===== src/rtl/contador_pkg.sv =====
// Shared encodings for contador_universal: count modes and ping-pong bounce states.
package contador_pkg;

    typedef enum logic [1:0] {
        MODE_WRAP     = 2'b00,
        MODE_SAT      = 2'b01,
        MODE_PINGPONG = 2'b10,
        MODE_HOLD     = 2'b11
    } mode_e;

    typedef enum logic {
        ST_DOWN = 1'b0,
        ST_UP   = 1'b1
    } bounce_e;

endpackage


===== src/rtl/contador_universal.sv =====
// Parametrised modulo-N counter with load, direction and wrap/saturate/ping-pong modes.
// Handshake-free block: every enabled clock is one step; tc and wrap are the only events downstream sees.
module contador_universal
    import contador_pkg::*;
#(
    parameter int WIDTH  = 3,
    parameter int MODULO = 8
) (
    input  logic             clk,
    input  logic             rst,
    input  logic             en,
    input  logic             load,
    input  logic [WIDTH-1:0] load_val,
    input  logic             dir,
    input  logic [1:0]       mode,
    output logic [WIDTH-1:0] q,
    output logic             dir_o,
    output logic             tc,
    output logic             wrap
);

    if (WIDTH < 1 || MODULO < 2 || longint'(MODULO) > (longint'(1) << WIDTH)) begin : g_bad_params
        $error("contador_universal: illegal WIDTH/MODULO combination");
    end

    localparam logic [WIDTH:0]   MAX_EXT = (WIDTH+1)'(MODULO - 1);
    localparam logic [WIDTH:0]   ONE_EXT = (WIDTH+1)'(1);
    localparam logic [WIDTH-1:0] MAX_Q   = WIDTH'(MODULO - 1);
    localparam logic [WIDTH-1:0] BOUNCE_DOWN_Q = WIDTH'(MODULO - 2);
    localparam logic [WIDTH-1:0] ONE_Q   = WIDTH'(1);

    logic [WIDTH-1:0] q_q, q_d;
    bounce_e          dir_q, dir_d;
    logic             wrap_q, wrap_d;

    mode_e            mode_s;
    logic [WIDTH:0]   q_ext;
    logic [WIDTH:0]   up_ext;
    logic [WIDTH-1:0] load_clamped;

    assign mode_s = mode_e'(mode);
    assign q_ext  = {1'b0, q_q};
    // Increment is formed one bit wider so the bound check happens before truncation.
    assign up_ext = q_ext + ONE_EXT;
    assign load_clamped = ({1'b0, load_val} > MAX_EXT) ? MAX_Q : load_val;

    always_comb begin
        q_d    = q_q;
        dir_d  = dir_q;
        wrap_d = 1'b0;

        // Outside ping-pong the effective direction simply tracks the input.
        if (mode_s != MODE_PINGPONG) begin
            dir_d = bounce_e'(dir);
        end

        if (load) begin
            q_d = load_clamped;
        end else if (en) begin
            case (mode_s)
                MODE_WRAP: begin
                    if (dir) begin
                        if (up_ext > MAX_EXT) begin
                            q_d    = '0;
                            wrap_d = 1'b1;
                        end else begin
                            q_d = up_ext[WIDTH-1:0];
                        end
                    end else begin
                        if (q_q == '0) begin
                            q_d    = MAX_Q;
                            wrap_d = 1'b1;
                        end else begin
                            q_d = q_q - ONE_Q;
                        end
                    end
                end
                MODE_SAT: begin
                    if (dir) begin
                        if (up_ext <= MAX_EXT) q_d = up_ext[WIDTH-1:0];
                    end else begin
                        if (q_q != '0) q_d = q_q - ONE_Q;
                    end
                end
                MODE_PINGPONG: begin
                    if (dir_q == ST_UP) begin
                        if (up_ext > MAX_EXT) begin
                            q_d    = BOUNCE_DOWN_Q;
                            dir_d  = ST_DOWN;
                            wrap_d = 1'b1;
                        end else begin
                            q_d = up_ext[WIDTH-1:0];
                        end
                    end else begin
                        if (q_q == '0) begin
                            q_d    = ONE_Q;
                            dir_d  = ST_UP;
                            wrap_d = 1'b1;
                        end else begin
                            q_d = q_q - ONE_Q;
                        end
                    end
                end
                default: ;
            endcase
        end
    end

    always_ff @(posedge clk) begin
        if (rst) begin
            q_q    <= '0;
            dir_q  <= ST_UP;
            wrap_q <= 1'b0;
        end else begin
            q_q    <= q_d;
            dir_q  <= dir_d;
            wrap_q <= wrap_d;
        end
    end

    assign q     = q_q;
    assign dir_o = dir_q;
    assign wrap  = wrap_q;
    assign tc    = en & ((dir_q == ST_UP) ? (q_q == MAX_Q) : (q_q == '0));

endmodule


===== config.mk =====
export PLATFORM = sky130hd
export DESIGN_NAME = contador_universal
export DESIGN_NICKNAME = d
export VERILOG_FILES = /design/src/rtl/contador_pkg.sv /design/src/rtl/contador_universal.sv
export SDC_FILE = /design/constraint.sdc
export NUM_CORES = 1
export LEC_CHECK = 0
export CORE_UTILIZATION = 48
export DETAILED_ROUTE_END_ITERATION = 12
export PLACE_DENSITY = 0.78
export SLEW_MARGIN = 20
export SYNTH_ARGS = -nofsm -noshare
export SYNTH_HDL_FRONTEND = slang
export SYNTH_SLANG_ARGS = --single-unit

===== constraint.sdc =====
create_clock -name clk -period 2.43 [get_ports clk]
set_clock_uncertainty 0.15 [all_clocks]
set_input_delay 0.486 -clock clk [delete_from_list [all_inputs] [get_ports clk]]
set_output_delay 0.486 -clock clk [all_outputs]
set_load 0.01 [all_outputs]

# --- Yosys cells after proc, flatten, opt, wreduce, memory -nomap -nowiden ---
# Cells that the tools add are included.
# W data, S select, Z words.
word_totals:
  register_bits: 5
  latch_bits: 0
  mem_bits_rw: 0
  romBits: 0
  out_inout_bits: 6
  word_cells: 47
  memories: 0
classes:
  n_addsub: 2
  multipliers: 0
  n_div: 0
  magnitude_cmp: 2
  eq_ne: 6
  shift: 0
  n_mux: 25
  n_bitwise: 2
  reduce_logical: 7
op_table:
  columns: ["op", "n"]
  rows:
  - ["$mux W3", 11]
  - ["$mux W1", 12]
  - ["$pmux W3 S3", 1]
  - ["$ne A4 B4 Y1 const B", 2]
  - ["$add A3 B1 Y4 const B", 1]
  - ["$gt A4 B3 Y1 const B", 1]
  - ["$le A4 B3 Y1 const B", 1]
  - ["$reduce_and A4 Y1", 1]
  - ["$reduce_bool A4 Y1", 1]
  - ["$eq A3 B3 Y1 const B", 1]
  - ["$logic_not A3 Y1", 1]
  - ["$reduce_bool A3 Y1", 1]
  - ["$reduce_or A3 Y1", 1]
  - ["$sub A3 B1 Y3 const B", 1]
  - ["$eq A2 B1 Y1 const B", 1]
  - ["$eq A2 B2 Y1 const B", 1]
  - ["$logic_not A2 Y1", 1]
  - ["$ne A2 B2 Y1 const B", 1]
  - ["$pmux W1 S2", 1]
  - ["$reduce_bool A2 Y1", 1]
  - ["$and A1 B1 Y1", 1]
  - ["$not A1 Y1", 1]

# --- Logic depth before layout (Yosys ltp) ---
depth:
  ltp_word: 7
  ltp_mapped: 8
  depth_no_buf: 7

# --- Worst setup path after synthesis ---
# No wires, ideal clock.
synth_timing:
  path_type: "reg2reg"
  from: "reg q_q[0] (netlist: q[0])"
  to: "reg q_q[2] (netlist: q[2])"
  setup_ps: 122
  arrival_time_ps: 1732
  slack_ps: 426
  stages_incl_launch_ff: 8
  n_path_buf: 0
  period_less_slack_ps: 2004
  path_cell_list: "dfxtp_1 inv_1 ha_1 nor3_1 a2111oi_2 a311o_1 a211oi_1 o31ai_1"
synth_via:
  elab_chain_cells: 7
  elab_cells_between_ends: 21
  cone_classes: "add/sub (2); order compare (2); eq/ne (2); mux (12); reduce/logical (3)"
synth_rtl:
  columns: ["element", "line", "text"]
  rows:
  - ["from (decl)", "contador_universal.sv:32", "logic [WIDTH-1:0] q_q, q_d;"]
  - ["from (signal assigned)", "contador_universal.sv:115", "q_q <= q_d;"]
  - ["$add A3 B1 Y4", "contador_universal.sv:44", "assign up_ext = q_ext + ONE_EXT;"]
  - ["$gt A4 B3 Y1", "contador_universal.sv:63, contador_universal.sv:87", null]
  - ["$mux W3, on equally long branches", "contador_universal.sv:87, contador_universal.sv:63", null]
  - ["$mux W3, on equally long branches", "contador_universal.sv:86, contador_universal.sv:62", null]
  - ["$pmux W3 S3", "contador_universal.sv:60", "case (mode_s)"]
  - ["$mux W3", "contador_universal.sv:59", "end else if (en) begin"]
  - ["$mux W3", "contador_universal.sv:57", "if (load) begin"]
# Several ways; a longest one is shown, not always the timed one. The select of a mux whose other input is x is not followed.
# A chain may end at the register's enable or synchronous reset.

# --- Worst setup path after layout ---
layout_timing:
  from: "in mode[0]"
  to: "reg q_q[2] (netlist: q[2])"
layout_via:
  elab_chain_cells: 4
  elab_cells_between_ends: 10
  cone_classes: "eq/ne (4); mux (3); reduce/logical (3)"
layout_rtl:
  columns: ["element", "line", "text"]
  rows:
  - ["from (decl)", "contador_universal.sv:15", "input logic [1:0] mode,"]
  - ["$eq A2 B2 Y1, or another cell as far along", "contador_universal.sv:60", null]
  - ["$pmux W3 S3", "contador_universal.sv:60", null]
  - ["$mux W3", "contador_universal.sv:59", null]
  - ["$mux W3", "contador_universal.sv:57", null]
# Several ways; a longest one is shown, not always the timed one. The select of a mux whose other input is x is not followed.

==> qor.yml <==
io_buffers: 15
grt_pass1_wl_um: 2720
wl_per_cell_um: 15.1
leakage_nw: 0.413
postPlaceCellArea_um2: 910
timing.final.crit_share_pct: 96.7
synth_area_um2: 668
route.detailed.drc: 0
max_cap_viol_count: 0
rows: 13
fin_area_um2: 943
drtAntennaViolNets: 0
place_ws_ps: -122
critical_path_class: "input port to register"
hold_viol: 0
nets: 126
ys_seq_area_share_pct: 15.0
drive_above_1_share_pct: 26.9
rsz0062_at_grt: "no"
comb_power_share_pct: 49.9
async_reset_ff_share_pct: 0
internal-power_mw: 0.250
pwr-share-clk_pct: 25.1
end_kind: "register"
core_um2: 1300
track_usage_pct: 26.7
cts_buffers: 3
ios: 16
clk_pin_slew_ps: 40
grt_pass1_vias: 628
avgSynthCellArea_um2: 8.35
cts_buffer_depth: 2
cts_root_buf: "clkbuf_4"
start_util_pct: 51.3
p_sw_mw: 0.138
hold_class: "register to register"
start_kind: "input port"
synth_top_flop_cell: "dfxtp_1"
drt_iter0_markers: 26
die_area_um2: 1550
cts_max_level: 1
finalSetupViolCount: 0
grt.overflow.total: 0
path_max_fanout: 8
power_frac_seq_pct: 25.0
dr_total_vias: 716
synth_edf_count: 0
period_needed_ps: 2350
grt_max_degree: 11
drt-vias-per-instance: 5.82
diodes: 0
cp.arrival_ps: 2320
irDropWorstVdd_v: 0.000275
ys_ff_latch: 5
yosys_warnings: 0
cts_tree: "done"
firstDrtPassIters: 4
p_sw_share_pct: 35.5
relSlewSlack_pct: 70.1
worst_pin_slew_ps: 446
routed_wl_um: 1860
r2r-start: "q[0]"
synth_fp_nets: 97
cts.sinks: 5
area.growth.synth_to_final_pct: 41.2
drv_slew: 0
netlist_instances: 80
power.density_nw_per_um2: 412
hpwl_um: 1490
critPathLaunch: "mode[0]"
fmax_ghz: 0.426
postLayoutCoreUtil_pct: 72.5
antenna_found_initial: 0
clk_latency_ps: 250
status: "completed"
cp.required_ps: 2400
hp-start: "q[1]"
finalWorstSetupSlack_ps: 80.2
chipHeight_um: 39.3
num-fill-cells: 107
synth_cell_types: 39
gp_congestion: 0.862
die_x_um: 39.3
-- kinds of logic after synthesis --
| logic type | count (synthesis) | share of synthesized area, % |
|---|---|---|
| flops | 5 | 15.0 |
| buf+inv | 12 | 8.80 |
| fa+ha+maj | 7 | 13.1 |
| xor+xnor | 1 | 1.31 |
| compound gates | 32 | 37.8 |
| mux | 2 | 3.18 |
| simple gates | 21 | 20.8 |
-- layer usage --
layer,track usage (%),routed length [um]
met4,8.62,32
met2,43.8,903
met3,9.09,75
met5,0,0
met1,32.3,848
-- area by class of cell --
class / instances / area, um^2 / area share [%]
Clock buffer: 4 / 26.3 / 2.79
Multi-Input combinational cell: 63 / 512 / 54.2
Timing Repair Buffer: 29 / 258 / 27.3
Inverter: 7 / 26.3 / 2.79
Sequential cell: 5 / 103 / 10.9
Tap cell: 15 / 18.8 / 1.99
-- registers in the layout (all words and copies together) (netlist names) --
signal  flops
wrap        1
q           3
dir_o       1
-- timing repair --
action                                  4_1_cts  5_1_grt
gates resized for setup                       1        4
setup buffers                                 0        0
hold buffers                                  0        0
endpoints found under the setup margin        1        2
-- critical path, cell delays in order --
cell             delay, ps
clkdlybuf4s50_1        480
inv_1                   60
ha_1                   420
a2111oi_2               90
a311o_1                340
a211oi_1               300
o31ai_1                130
-- synthesized netlist by cell type (all sizes together) (2+ instances only) --
| master | n | area (um^2) |
|---|---|---|
| a21oi | 6 | 30.0 |
| ha | 7 | 87.6 |
| o21ai | 6 | 33.8 |
| inv | 7 | 26.3 |
| buf | 4 | 28.8 |
| a211oi | 4 | 35.0 |
| o22a | 2 | 17.5 |
| dfxtp | 5 | 100 |
| a31oi | 3 | 33.8 |
| nand3b | 3 | 22.5 |
| nor2b | 2 | 12.5 |
| o31ai | 3 | 22.5 |
| nor3 | 3 | 15.0 |
| nand2 | 6 | 22.5 |
-- metrics by stage --
stage,TNS (ps),cells,total power [mW],hold WS (ps)
floorplan,0,80,0.206,401
global placement,-135,119,0.282,415
detailed placement,-320,119,0.286,418
CTS,0,123,0.388,388
global route,0,123,0.413,426
finish,0,123,0.388,396
-- placed cells by master (no fill, tap or decap), drive strengths merged, types with 2 or more instances in the layout --
master | netlist | routed
o21ai | 6 | 6
ha | 7 | 7
nor2b | 2 | 2
o31ai | 3 | 3
clkdlybuf4s50 | 0 | 14
a31oi | 3 | 3
nand2 | 6 | 6
a21oi | 6 | 6
inv | 7 | 7
nor3 | 3 | 3
buf | 4 | 14
o22a | 2 | 2
nand3b | 3 | 3
clkbuf | 1 | 4
dfxtp | 5 | 5
a211oi | 4 | 4
-- path summary, 6_finish.rpt --
kind	cells after the start	slack, ps	end
worst max-delay path	7	80	q[2]
worst min-delay path	2	400	q[1]
worst max register to register	8	220	q[2]
worst min register to register	2	400	q[1]
-- power groups by stage --
stage                     sequential (mW)  combinational (mW)  clock [mW]
final                              0.0971               0.194      0.0973
after global routing               0.0983               0.209       0.106
after CTS                          0.0968               0.190       0.102
after detailed placement           0.0979               0.189           0
after global placement             0.0976               0.184           0
after floorplan                     0.100               0.106           0
No activity file was read; power rests on OpenSTA's default activity.
